[config.mk]
export PLATFORM = sky130hd
export DESIGN_NAME = wall_collision_detector_flat
export DESIGN_NICKNAME = d
export VERILOG_FILES = /design/src/rtl/wall_collision_detector_pkg.sv /design/src/rtl/wall_collision_detector_if.sv /design/src/rtl/wall_collision_detector_geometry.sv /design/src/rtl/wall_collision_detector.sv /design/src/flat_wrapper.sv
export SDC_FILE = /design/constraint.sdc
export NUM_CORES = 1
export LEC_CHECK = 0
export BUFFER_PORTS_ARGS = -buffer_cell sky130_fd_sc_hd__buf_4
export CORE_AREA = 5 5 84 86
export CTS_BUF_LIST = sky130_fd_sc_hd__clkbuf_4 sky130_fd_sc_hd__clkbuf_8
export DETAILED_ROUTE_END_ITERATION = 10
export DIE_AREA = 0 0 89 91
export GPL_ROUTABILITY_DRIVEN = 0
export PLACE_DENSITY = 0.87
export SKIP_LAST_GASP = 1
export SYNTH_ARGS = -nofsm -noshare
export SYNTH_HDL_FRONTEND = slang
export SYNTH_SLANG_ARGS = --single-unit
export TNS_END_PERCENT = 20
[constraint.sdc]
create_clock -name clk_in -period 9.8 [get_ports clk_in]
set_input_delay 0.98 -clock clk_in [delete_from_list [all_inputs] [get_ports clk_in]]
set_output_delay 0.98 -clock clk_in [all_outputs]
set_load 0.01 [all_outputs]
[src/rtl/wall_collision_detector_pkg.sv]
// Shared table constants, wall codes and local FSM/debug types for the
// wall/bevel contact detector.
package wall_collision_detector_pkg;

  // Table extents and ball/corner geometry defaults, unsigned pixel coords
  localparam int X_MIN_DEF           = 0;
  localparam int X_MAX_DEF           = 1279;
  localparam int Y_MIN_DEF           = 0;
  localparam int Y_MAX_DEF           = 719;
  localparam int BALL_R_DEF          = 8;
  localparam int BEVEL_DEF           = 32;
  localparam int COOLDOWN_FRAMES_DEF = 4;

  // Heading constants, degrees; 0 = +x, 90 = +y
  localparam logic [15:0] DEG_90  = 16'd90;
  localparam logic [15:0] DEG_180 = 16'd180;
  localparam logic [15:0] DEG_270 = 16'd270;
  localparam logic [15:0] DEG_360 = 16'd360;

  // Width of the geometry intermediates
  localparam int COORD_W = 12;

  // Candidate vector: one bit per wall code
  localparam int CAND_W = 8;
  localparam int CB_PX  = 0;  // code 0
  localparam int CB_PY  = 1;  // code 1
  localparam int CB_NX  = 2;  // code 2
  localparam int CB_NY  = 3;  // code 3
  localparam int CB_B4  = 4;  // code 4  (+x,-y) corner
  localparam int CB_B6  = 5;  // code 6  (+x,+y) corner
  localparam int CB_B8  = 6;  // code 8  (-x,+y) corner
  localparam int CB_B10 = 7;  // code 10 (-x,-y) corner

  // Cooldown counter width (must hold COOLDOWN_FRAMES)
  localparam int CD_W = 3;

  // Wall codes as consumed by reflection_helper
  typedef enum logic [3:0] {
    WALL_PX      = 4'd0,
    WALL_PY      = 4'd1,
    WALL_NX      = 4'd2,
    WALL_NY      = 4'd3,
    WALL_B_PX_NY = 4'd4,
    WALL_B_PX_PY = 4'd6,
    WALL_B_NX_PY = 4'd8,
    WALL_B_NX_NY = 4'd10
  } wall_code_e;

  // "No code accepted yet" marker for the cooldown history
  localparam logic [3:0] CODE_NONE = 4'hF;

  typedef enum logic [1:0] {
    IDLE  = 2'd0,
    CHECK = 2'd1,
    EMIT  = 2'd2
  } state_e;

  // Internal state exposed for observation
  typedef struct packed {
    state_e            state;
    logic [CD_W-1:0]   cooldown;
    logic [3:0]        last_code;
  } dbg_t;

  // Map a wall code to its candidate-vector bit; unknown codes map to nothing
  function automatic logic [CAND_W-1:0] code_to_cand(input logic [3:0] code);
    logic [CAND_W-1:0] v;
    v = '0;
    case (code)
      4'd0:    v[CB_PX]  = 1'b1;
      4'd1:    v[CB_PY]  = 1'b1;
      4'd2:    v[CB_NX]  = 1'b1;
      4'd3:    v[CB_NY]  = 1'b1;
      4'd4:    v[CB_B4]  = 1'b1;
      4'd6:    v[CB_B6]  = 1'b1;
      4'd8:    v[CB_B8]  = 1'b1;
      4'd10:   v[CB_B10] = 1'b1;
      default: v = '0;
    endcase
    return v;
  endfunction

endpackage

[src/rtl/wall_collision_detector_if.sv]
// Wall-code hand-off from the detector (master) to ball physics (slave).
//
// Handshake: hit_valid_out is raised by the master with wall_direction_out;
// both are held stable until hit_ready_in is seen high. A transfer happens on
// the rising clock edge where hit_valid_out && hit_ready_in; valid drops on
// the following cycle. The slave may hold ready high or low at any time.
interface wall_collision_detector_if;
  import wall_collision_detector_pkg::*;

  logic       hit_valid_out;
  logic       hit_ready_in;
  wall_code_e wall_direction_out;

  modport master (
    output hit_valid_out,
    output wall_direction_out,
    input  hit_ready_in
  );

  modport slave (
    input  hit_valid_out,
    input  wall_direction_out,
    output hit_ready_in
  );

endinterface

[src/rtl/wall_collision_detector_geometry.sv]
// Purely combinational contact test: compares ball centre and heading
// against the four walls and the four bevelled corners and returns one
// candidate bit per wall code. No masking or priority is applied here.
module wall_collision_detector_geometry
  import wall_collision_detector_pkg::*;
#(
  parameter int X_MIN  = X_MIN_DEF,
  parameter int X_MAX  = X_MAX_DEF,
  parameter int Y_MIN  = Y_MIN_DEF,
  parameter int Y_MAX  = Y_MAX_DEF,
  parameter int BALL_R = BALL_R_DEF,
  parameter int BEVEL  = BEVEL_DEF
) (
  input  logic [10:0]       i_x,
  input  logic [9:0]        i_y,
  input  logic [15:0]       i_dir,
  output logic [CAND_W-1:0] o_cand
);

  localparam logic [COORD_W-1:0] LP_X_MIN = COORD_W'(X_MIN);
  localparam logic [COORD_W-1:0] LP_X_MAX = COORD_W'(X_MAX);
  localparam logic [COORD_W-1:0] LP_Y_MIN = COORD_W'(Y_MIN);
  localparam logic [COORD_W-1:0] LP_Y_MAX = COORD_W'(Y_MAX);
  localparam logic [COORD_W-1:0] LP_R     = COORD_W'(BALL_R);
  localparam logic [COORD_W-1:0] LP_NEAR  = COORD_W'(BEVEL + BALL_R);

  logic [COORD_W-1:0] w_x;
  logic [COORD_W-1:0] w_y;
  assign w_x = {1'b0, i_x};
  assign w_y = {2'b00, i_y};

  // Heading tests use strict bounds; a heading of 360 or more matches nothing
  logic w_dir_ok, w_to_px, w_to_nx, w_to_py, w_to_ny;
  assign w_dir_ok = (i_dir < DEG_360);
  assign w_to_px  = w_dir_ok & ((i_dir < DEG_90) | (i_dir > DEG_270));
  assign w_to_nx  = (i_dir > DEG_90) & (i_dir < DEG_270);
  assign w_to_py  = (i_dir != 16'd0) & (i_dir < DEG_180);
  assign w_to_ny  = w_dir_ok & (i_dir > DEG_180);

  // Flat-wall proximity: ball edge touching or past the wall line
  logic w_near_px, w_near_nx, w_near_py, w_near_ny;
  assign w_near_px = ((w_x + LP_R) >= LP_X_MAX);
  assign w_near_nx = (w_x <= (LP_X_MIN + LP_R));
  assign w_near_py = ((w_y + LP_R) >= LP_Y_MAX);
  assign w_near_ny = (w_y <= (LP_Y_MIN + LP_R));

  // Distances to each corner axis, one bit wider so the top bit flags a
  // borrow; a borrow means the ball is outside that extent and never "near"
  logic [COORD_W:0] w_sub_xhi, w_sub_xlo, w_sub_yhi, w_sub_ylo;
  assign w_sub_xhi = {1'b0, LP_X_MAX} - {1'b0, w_x};
  assign w_sub_xlo = {1'b0, w_x} - {1'b0, LP_X_MIN};
  assign w_sub_yhi = {1'b0, LP_Y_MAX} - {1'b0, w_y};
  assign w_sub_ylo = {1'b0, w_y} - {1'b0, LP_Y_MIN};

  logic w_xhi_ok, w_xlo_ok, w_yhi_ok, w_ylo_ok;
  assign w_xhi_ok = ~w_sub_xhi[COORD_W];
  assign w_xlo_ok = ~w_sub_xlo[COORD_W];
  assign w_yhi_ok = ~w_sub_yhi[COORD_W];
  assign w_ylo_ok = ~w_sub_ylo[COORD_W];

  logic [COORD_W-1:0] w_dx_hi, w_dx_lo, w_dy_hi, w_dy_lo;
  assign w_dx_hi = w_sub_xhi[COORD_W-1:0];
  assign w_dx_lo = w_sub_xlo[COORD_W-1:0];
  assign w_dy_hi = w_sub_yhi[COORD_W-1:0];
  assign w_dy_lo = w_sub_ylo[COORD_W-1:0];

  // L1 distance to each corner, widened so the sum cannot wrap
  logic [COORD_W:0] w_l1_b4, w_l1_b6, w_l1_b8, w_l1_b10;
  assign w_l1_b4  = {1'b0, w_dx_hi} + {1'b0, w_dy_lo};
  assign w_l1_b6  = {1'b0, w_dx_hi} + {1'b0, w_dy_hi};
  assign w_l1_b8  = {1'b0, w_dx_lo} + {1'b0, w_dy_hi};
  assign w_l1_b10 = {1'b0, w_dx_lo} + {1'b0, w_dy_lo};

  logic w_near_b4, w_near_b6, w_near_b8, w_near_b10;
  assign w_near_b4  = w_xhi_ok & w_ylo_ok & (w_l1_b4  <= {1'b0, LP_NEAR});
  assign w_near_b6  = w_xhi_ok & w_yhi_ok & (w_l1_b6  <= {1'b0, LP_NEAR});
  assign w_near_b8  = w_xlo_ok & w_yhi_ok & (w_l1_b8  <= {1'b0, LP_NEAR});
  assign w_near_b10 = w_xlo_ok & w_ylo_ok & (w_l1_b10 <= {1'b0, LP_NEAR});

  // Combine proximity and heading into one candidate bit per code
  always_comb begin
    o_cand         = '0;
    o_cand[CB_PX]  = w_near_px & w_to_px;
    o_cand[CB_NX]  = w_near_nx & w_to_nx;
    o_cand[CB_PY]  = w_near_py & w_to_py;
    o_cand[CB_NY]  = w_near_ny & w_to_ny;
    o_cand[CB_B4]  = w_near_b4  & w_to_px & w_to_ny;
    o_cand[CB_B6]  = w_near_b6  & w_to_px & w_to_py;
    o_cand[CB_B8]  = w_near_b8  & w_to_nx & w_to_py;
    o_cand[CB_B10] = w_near_b10 & w_to_nx & w_to_ny;
  end

endmodule

[src/rtl/wall_collision_detector.sv]
// Per-frame wall/bevel contact detector. On each accepted frame tick it
// evaluates the geometry, masks the most recently accepted code while its
// cooldown runs, picks one code by priority and offers it downstream.
module wall_collision_detector
  import wall_collision_detector_pkg::*;
#(
  parameter int X_MIN           = X_MIN_DEF,
  parameter int X_MAX           = X_MAX_DEF,
  parameter int Y_MIN           = Y_MIN_DEF,
  parameter int Y_MAX           = Y_MAX_DEF,
  parameter int BALL_R          = BALL_R_DEF,
  parameter int BEVEL           = BEVEL_DEF,
  parameter int COOLDOWN_FRAMES = COOLDOWN_FRAMES_DEF
) (
  input  logic                        clk_in,
  input  logic                        rst_in,
  input  logic                        frame_in,
  input  logic [10:0]                 ball_x_in,
  input  logic [9:0]                  ball_y_in,
  input  logic [15:0]                 ball_direction_in,
  wall_collision_detector_if.master   hit_if,
  output dbg_t                        dbg_out
);

  localparam logic [CD_W-1:0] LP_COOLDOWN = CD_W'(COOLDOWN_FRAMES);

  state_e             r_state;
  state_e             w_next_state;
  logic               r_valid;
  wall_code_e         r_code;
  logic [3:0]         r_last_code;
  logic [CD_W-1:0]    r_cooldown;
  logic               r_mask_en;
  logic [3:0]         r_mask_code;

  logic [CAND_W-1:0]  w_cand;
  logic [CAND_W-1:0]  w_cand_masked;
  logic               w_hit;
  wall_code_e         w_pick;
  logic               w_xfer;

  wall_collision_detector_geometry #(
    .X_MIN  (X_MIN),
    .X_MAX  (X_MAX),
    .Y_MIN  (Y_MIN),
    .Y_MAX  (Y_MAX),
    .BALL_R (BALL_R),
    .BEVEL  (BEVEL)
  ) u_geometry (
    .i_x    (ball_x_in),
    .i_y    (ball_y_in),
    .i_dir  (ball_direction_in),
    .o_cand (w_cand)
  );

  assign w_xfer = (r_state == EMIT) & r_valid & hit_if.hit_ready_in;

  // The mask snapshot is taken when the frame is accepted, so the frame that
  // runs the cooldown down to zero is itself still masked
  assign w_cand_masked = w_cand & ~(r_mask_en ? code_to_cand(r_mask_code) : '0);
  assign w_hit         = |w_cand_masked;

  // Priority: bevels first, then x walls, then y walls
  always_comb begin
    w_pick = WALL_PX;
    if      (w_cand_masked[CB_B4])  w_pick = WALL_B_PX_NY;
    else if (w_cand_masked[CB_B6])  w_pick = WALL_B_PX_PY;
    else if (w_cand_masked[CB_B8])  w_pick = WALL_B_NX_PY;
    else if (w_cand_masked[CB_B10]) w_pick = WALL_B_NX_NY;
    else if (w_cand_masked[CB_PX])  w_pick = WALL_PX;
    else if (w_cand_masked[CB_NX])  w_pick = WALL_NX;
    else if (w_cand_masked[CB_PY])  w_pick = WALL_PY;
    else if (w_cand_masked[CB_NY])  w_pick = WALL_NY;
  end

  // State register
  always_ff @(posedge clk_in) begin
    if (rst_in) r_state <= IDLE;
    else        r_state <= w_next_state;
  end

  // Next-state logic; frames arriving outside IDLE are dropped
  always_comb begin
    w_next_state = r_state;
    case (r_state)
      IDLE:    if (frame_in) w_next_state = CHECK;
      CHECK:   w_next_state = w_hit ? EMIT : IDLE;
      EMIT:    if (hit_if.hit_ready_in) w_next_state = IDLE;
      default: w_next_state = IDLE;
    endcase
  end

  // Output registers: load in CHECK on a hit, hold through EMIT, drop on transfer
  always_ff @(posedge clk_in) begin
    if (rst_in) begin
      r_valid <= 1'b0;
      r_code  <= WALL_PX;
    end else if ((r_state == CHECK) && w_hit) begin
      r_valid <= 1'b1;
      r_code  <= w_pick;
    end else if (w_xfer) begin
      r_valid <= 1'b0;
    end
  end

  // Cooldown history: arm on transfer, count down and snapshot on accepted frames
  always_ff @(posedge clk_in) begin
    if (rst_in) begin
      r_last_code <= CODE_NONE;
      r_cooldown  <= '0;
      r_mask_en   <= 1'b0;
      r_mask_code <= CODE_NONE;
    end else if (w_xfer) begin
      r_last_code <= r_code;
      r_cooldown  <= LP_COOLDOWN;
    end else if ((r_state == IDLE) && frame_in) begin
      r_mask_en   <= (r_cooldown != '0);
      r_mask_code <= r_last_code;
      if (r_cooldown != '0) r_cooldown <= r_cooldown - 1'b1;
    end
  end

  assign hit_if.hit_valid_out      = r_valid;
  assign hit_if.wall_direction_out = r_code;

  assign dbg_out.state     = r_state;
  assign dbg_out.cooldown  = r_cooldown;
  assign dbg_out.last_code = r_last_code;

endmodule

[src/flat_wrapper.sv]
// flat-port wrapper written by rule: the top's interface ports become plain ports
module wall_collision_detector_flat import wall_collision_detector_pkg::*;
#(
  parameter int X_MIN           = X_MIN_DEF,
  parameter int X_MAX           = X_MAX_DEF,
  parameter int Y_MIN           = Y_MIN_DEF,
  parameter int Y_MAX           = Y_MAX_DEF,
  parameter int BALL_R          = BALL_R_DEF,
  parameter int BEVEL           = BEVEL_DEF,
  parameter int COOLDOWN_FRAMES = COOLDOWN_FRAMES_DEF
)
  (clk_in, rst_in, frame_in, ball_x_in, ball_y_in, ball_direction_in, dbg_out, hit_if_hit_valid_out, hit_if_wall_direction_out, hit_if_hit_ready_in);
  wall_collision_detector_if hit_if_i ();
  input  logic clk_in;
  input  logic rst_in;
  input  logic frame_in;
  input  logic [10:0] ball_x_in;
  input  logic [9:0] ball_y_in;
  input  logic [15:0] ball_direction_in;
  output dbg_t dbg_out;
  output wire logic [$bits(hit_if_i.hit_valid_out)-1:0] hit_if_hit_valid_out;
  output wire logic [$bits(hit_if_i.wall_direction_out)-1:0] hit_if_wall_direction_out;
  input wire logic [$bits(hit_if_i.hit_ready_in)-1:0] hit_if_hit_ready_in;
  assign hit_if_hit_valid_out = hit_if_i.hit_valid_out;
  assign hit_if_wall_direction_out = hit_if_i.wall_direction_out;
  assign hit_if_i.hit_ready_in = hit_if_hit_ready_in;
  wall_collision_detector #(.X_MIN(X_MIN), .X_MAX(X_MAX), .Y_MIN(Y_MIN), .Y_MAX(Y_MAX), .BALL_R(BALL_R), .BEVEL(BEVEL), .COOLDOWN_FRAMES(COOLDOWN_FRAMES)) u_core (.clk_in(clk_in), .rst_in(rst_in), .frame_in(frame_in), .ball_x_in(ball_x_in), .ball_y_in(ball_y_in), .ball_direction_in(ball_direction_in), .hit_if(hit_if_i), .dbg_out(dbg_out));
endmodule
After elaboration in Yosys (flattened, before gate mapping)
Cells that the tools add are included.
{"block": "totals", "n_memories": 0, "word_cells": 112, "rom_bits": 0, "inputBits": 41, "latch_bits": 0, "regBits": 19, "output_inout_bits": 14, "ramBits": 0}
{"block": "classes", "n_lt_le_gt_ge": 15, "add_sub_neg": 9, "div_mod_pow": 0, "n_shift": 0, "n_mul": 0, "eq_ne": 11, "bitwise_logic": 28, "n_mux": 26, "n_reduce_logical": 15}
{"operator": "$le A13 B6 Y1 const B", "count": 3}
{"operator": "$lt A16 B9 Y1 const B", "count": 2}
{"operator": "$mux W4", "count": 7}
{"operator": "$and A1 B1 Y1", "count": 22}
{"operator": "$gt A16 B7 Y1 const B", "count": 1}
{"operator": "$gt A16 B8 Y1 const B", "count": 1}
{"operator": "$gt A16 B9 Y1 const B", "count": 1}
{"operator": "$lt A16 B7 Y1 const B", "count": 1}
{"operator": "$lt A16 B8 Y1 const B", "count": 1}
{"operator": "$reduce_bool A16 Y1", "count": 1}
{"operator": "$add A11 B12 Y13", "count": 1}
{"operator": "$add A12 B10 Y13", "count": 1}
{"operator": "$add A12 B12 Y13", "count": 1}
{"operator": "$add A11 B10 Y12", "count": 1}
{"operator": "$add A11 B4 Y12 const B", "count": 1}
{"operator": "$ge A12 B11 Y1 const B", "count": 1}
{"operator": "$le A12 B6 Y1 const B", "count": 1}
{"operator": "$sub A11 B11 Y12 const A", "count": 1}
{"operator": "$add A10 B4 Y11 const B", "count": 1}
{"operator": "$ge A11 B10 Y1 const B", "count": 1}
{"operator": "$le A11 B4 Y1 const B", "count": 1}
{"operator": "$sub A10 B10 Y11 const A", "count": 1}
{"operator": "$le A10 B4 Y1 const B", "count": 1}
{"operator": "$mux W1", "count": 10}
{"operator": "other kinds (24)", "count": 41}

Logic depth before layout (Yosys ltp)
{"block": "depth", "depth_word": 15, "ltp_mapped": 15, "depth_no_buf": 15}

Hierarchy
A second synthesis with hierarchy kept.
{"block": "unflattened", "cells_unflattened": 523, "area_unflattened_um2": 3881.2}
{"mod": "wall_collision_detector_geometry", "seq_area_each_um2": 0.0, "instances": 1, "area_per_inst_um2": 2884.0, "cells_each": 403}
{"mod": "wall_collision_detector", "seq_area_each_um2": 380.4, "instances": 1, "area_per_inst_um2": 997.2, "cells_each": 120}

Least setup slack after synthesis
Ideal clock, no wire load.
{"block": "synth_path", "path_kind": "input to register", "startpoint": "in ball_y_in[4]", "endpoint": "reg u_core.r_code[1], in the netlist u_core.hit_if.wall_direction_out[1]", "setup_slack_ps": 5774, "arrival_ps": 3959, "required_time_ps": 9733, "path_buffers": 1, "path_stages": 14, "setup_time_ps": 67, "path_cell_list": "inv_1 > ha_1 > and3b_1 > xor2_1 > ha_1 > clkbuf_1 > a21o_1 > a31o_2 > a2111oi_0 > nand4_1 > o32ai_2 > o31ai_2 > a211o_1 > a21oi_2"}
{"block": "synth_between", "elab_chain_len": 11, "word_cells_on_any_way": 38, "cone_classes": "add/sub (6); order compare (6); mux (8); bitwise (16); reduce/logical (2)"}
{"element": "start, declared", "line_no": "flat_wrapper.sv:18", "rtl": "input logic [9:0] ball_y_in;"}
{"element": "parallel branches: the longest is 3 deep, another holds $add A11 B12 Y13"}
{"element": "$and A8 B8 Y8 (*)", "line_no": "wall_collision_detector.sv:60", "rtl": "assign w_cand_masked = w_cand & ~(r_mask_en ? code_to_cand(r_mask_code) : '0);"}
{"element": "$mux W4", "line_no": "wall_collision_detector.sv:72", "rtl": "else if (w_cand_masked[CB_PY]) w_pick = WALL_PY;"}
{"element": "$mux W4", "line_no": "wall_collision_detector.sv:71", "rtl": "else if (w_cand_masked[CB_NX]) w_pick = WALL_NX;"}
{"element": "$mux W4", "line_no": "wall_collision_detector.sv:70", "rtl": "else if (w_cand_masked[CB_PX]) w_pick = WALL_PX;"}
{"element": "$mux W4", "line_no": "wall_collision_detector.sv:69", "rtl": "else if (w_cand_masked[CB_B10]) w_pick = WALL_B_NX_NY;"}
{"element": "$mux W4", "line_no": "wall_collision_detector.sv:68", "rtl": "else if (w_cand_masked[CB_B8]) w_pick = WALL_B_NX_PY;"}
{"element": "$mux W4", "line_no": "wall_collision_detector.sv:67", "rtl": "else if (w_cand_masked[CB_B6]) w_pick = WALL_B_PX_PY;"}
{"element": "$mux W4", "line_no": "wall_collision_detector.sv:66", "rtl": "if (w_cand_masked[CB_B4]) w_pick = WALL_B_PX_NY;"}
{"element": "end signal, assigned", "line_no": "wall_collision_detector.sv:100", "rtl": "r_code <= w_pick;"}
{"element": "end, declared", "line_no": "wall_collision_detector.sv:30", "rtl": "wall_code_e r_code;"}
Mark *: on every way between the ends.
A chain may end at the register's enable or synchronous reset.

Worst setup path after layout
Ends and elaborated chain as after synthesis.

==> results.json <==
{
  "status": "finished, final reports clean",
  "syn_avg_cell_area_um2": 7.37,
  "cp_slowest_cell": "or3b_2",
  "power.density_nw_per_um2": 91.0,
  "synth_seq_cells": 19,
  "initial_core_util": 0.626,
  "final_antenna_net_count": 0,
  "n_antenna_cell": 0,
  "rsz0062_at_grt": "false",
  "setup-violations-final": 0,
  "crit_arrival_ns": 4.52,
  "synthArstFlopShare": 0,
  "num_vias": 4341,
  "antenna_found_initial": 0,
  "cts_made_buffers": 3,
  "syn_area_um2": 3880,
  "slew_viol_final": 0,
  "relSlewSlack": 0.486,
  "endpoint_kind": "flip-flop",
  "switching_share": 0.454,
  "area_growth_pct": 12.1,
  "synth_edf_count": 0,
  "overflow": 0,
  "total_power_w": 0.000396,
  "yosysUniqueCellTypes": 74,
  "fin_crit_ns": 4.33,
  "cpPeakStageDelay_ns": 0.50,
  "drtIter0Drc": 441,
  "cts_resized": 0,
  "post-cts-setup-buffer-count": 0,
  "netlist_top_cells_area": "ha_1 17%, dfxtp_1 9.8%, a21oi_1 5.0%",
  "crit_type": "input port to flip-flop",
  "cts_buffer_depth": 2,
  "clockPowerShare": 0.135,
  "die_h_um": 91,
  "min_period_over_period": 0.442,
  "startpoint": "ball_y_in[4]",
  "hold_class": "flip-flop to flip-flop",
  "path_common_cell": "inv_1",
  "crit_path_cell_trace": "buf_4, inv_1, ha_1, and3b_1, o21ai_1, inv_1, ha_1, or3b_2, nor4_1, nand4b_1, or4_1, nor4_1, inv_1, a211o_1, a21oi_2",
  "drc_errors": 0,
  "grt_start_max_net_pins": 21,
  "pwr-share-seq": 0.225,
  "io_buffers": 54,
  "drive_above_1_share": 0.131,
  "power_leakage_nw": 1.94,
  "routedWlPerCell_um": 18.0,
  "yosys.area.top_type": "ha_1",
  "hold_viol": 0,
  "switching_power_w": 0.000180,
  "core-area_um2": 6200,
  "hp-start": "u_core.r_last_code[1]",
  "r2r_slack_ns": 7.03,
  "max_freq_mhz": 231,
  "tightest_slew_ns": 0.760,
  "cts-root-buf": "clkbuf_8",
  "cts_hold_buf": 0,
  "drt_first_pass_iters": 5,
  "cts_tree": "done",
  "syn_nets": 626,
  "rows": 29,
  "intPower_w": 0.000216,
  "drt_wl_total_um": 11500,
  "start_kind": "input port",
  "clk_latency_ns": 0.26,
  "synth_warnings": 0,
  "viasPerCell": 6.77,
  "io_pins": 55,
  "cts.reportedPaths.clkPinSlew_ns": 0.06,
  "ys_seq_area_frac": 0.0979,
  "synth_cells": 527,
  "cp_max_fo": 6,
  "maxCapViolations": 0,
  "fin_tns_setup_ns": 0,
  "grt_pass1_vias": 4062,
  "hpwl_um": 9380,
  "ir_worst_vdd_mv": 0.126,
  "crit_required_ns": 9.99,
  "fin_skew_ns": 0.00901,
  "grtUsageTotal": 0.276,
  "yosysTopAreaCellShare": 0.174,
  "pwr-share-comb": 0.640,
  "grt_pass1_wl_um": 18600,
  "die_area_um2": 8100,
  "dieWidth_um": 89,
  "htree_levels": 1,
  "timing.rr.start": "u_core.r_mask_code[3]",
  "nets": 664,
  "clock_sinks": 19,
  "final_core_util": 0.702,
  "ys.flop_type": "dfxtp_1"
}
==> per-stage QoR <==
stage          hold slack [ns]  instances  cell area [µm²]  worst slack (ns)
4_1_cts                  0.481        641             4350              5.53
6_report                 0.475        641             4350              5.47
3_5_place_dp             0.458        637             4310              5.27
2_1_floorplan            0.461        527             3880              5.77
5_1_grt                  0.506        641             4350              5.22
3_3_place_gp             0.458        637             4310              5.47
==> path summary, 6_finish.rpt <==
check / end / cells after the start
min: u_core.r_last_code[1] / 2
min reg2reg: u_core.r_last_code[1] / 2
max reg2reg: u_core.hit_if.wall_direction_out[1] / 9
max: u_core.hit_if.wall_direction_out[1] / 15
==> power groups by stage <==
stage | Clock, W | Combinational (W) | Sequential, W
after floorplan | 0 | 0.000174 | 0.0000915
after CTS | 0.0000535 | 0.000247 | 0.0000890
after global placement | 0 | 0.000235 | 0.0000900
after detailed placement | 0 | 0.000246 | 0.0000908
final | 0.0000535 | 0.000254 | 0.0000890
after global routing | 0.0000572 | 0.000277 | 0.0000899
==> synth_stat cells (all sizes together), types with 3 or more instances <==
cell and number:
ha 54, a21oi 40, inv 40, nand2 37, nor2 37, o21ai 21
clkbuf 20, dfxtp 19, nand3 19, a211o 15, nor3 14, nor4 14
nor2b 13, nand2b 12, xnor2 12, a211oi 11, xor2 9, and3 8
a31oi 6, o211ai 6, o21a 6, or2 6, or4 6, a21o 5
mux2i 5, nor4b 5, or3 5, a2111oi 4, a22oi 4, fa 4
o211a 4, o21bai 4, o32ai 4, nand3b 3, nand4 3, nand4b 3
nor3b 3, o2111ai 3, o221ai 3, o22ai 3, o311ai 3, o31ai 3
or3b 3
==> critical path, delay by kind of cell <==
family	cells	cell delay [ns]
AND/OR/NAND/NOR	6	2.02
adder cells (fa/ha/maj)	2	0.46
AO/OA/AOI/OAI	3	0.58
buffers and inverters	4	0.49
==> layout make-up <==
cell class              count  area (µm²)
multi-input cells         447        3270
fillers                   508        1850
repair buffers             54         405
flip-flops and latches     19         380
inverters                  40         150
well taps                  77        96.3
clock buffers               3        41.3
clock inverters             1        5.00
==> cells in the final DEF, fill, tap and decap left out, types with 11 or more instances in the layout <==
| cell type | n |
|---|---|
| dfxtp_1 | 19 |
| nor2b_1 | 13 |
| a21oi_1 | 39 |
| inv_1 | 40 |
| xnor2_1 | 12 |
| nor4_1 | 14 |
| a211oi_1 | 11 |
| ha_1 | 54 |
| nor2_1 | 37 |
| a211o_1 | 15 |
| nor3_1 | 14 |
| nand2b_1 | 12 |
| o21ai_0 | 20 |
| buf_4 | 54 |
| nand3_1 | 19 |
| nand2_1 | 37 |
==> cells by family (layout without fill, tap and decap cells) <==
group                      after synthesis  count (layout)  share of synthesized area
AOI/OAI and AO/OA                      163             163                      0.304
xor gates and xnor gates                21              21                     0.0474
adders and majority gates               59              59                      0.197
buffers and inverters                   61              98                     0.0590
DFF                                     19              19                     0.0979
muxes                                    5               5                     0.0129
and+or+nand+nor                        199             199                      0.281
==> metal layers <==
| layer | global-route usage | part of all wire | wire length [µm] | vias to the layer above |
|---|---|---|---|---|
| met2 | 0.475 | 0.47 | 5400 | 260 |
| met5 | 0 | 0 | 0 | - |
| met3 | 0.0208 | 0.086 | 994 | 60 |
| met4 | 0.118 | 0.053 | 607 | 0 |
| li1 | - | - | - | 2045 |
| met1 | 0.349 | 0.39 | 4550 | 1976 |
==> sequential cells by signal, indices dropped and copies added (netlist names) <==
name / cells
u_core.hit_if.wall_direction_out: 4
u_core.r_last_code: 4
u_core.r_mask_code: 4
u_core.r_cooldown: 3
u_core.r_state: 2
u_core.hit_if.hit_valid_out: 1
u_core.r_mask_en: 1
Note: power is estimated with default switching activity, not from simulation.
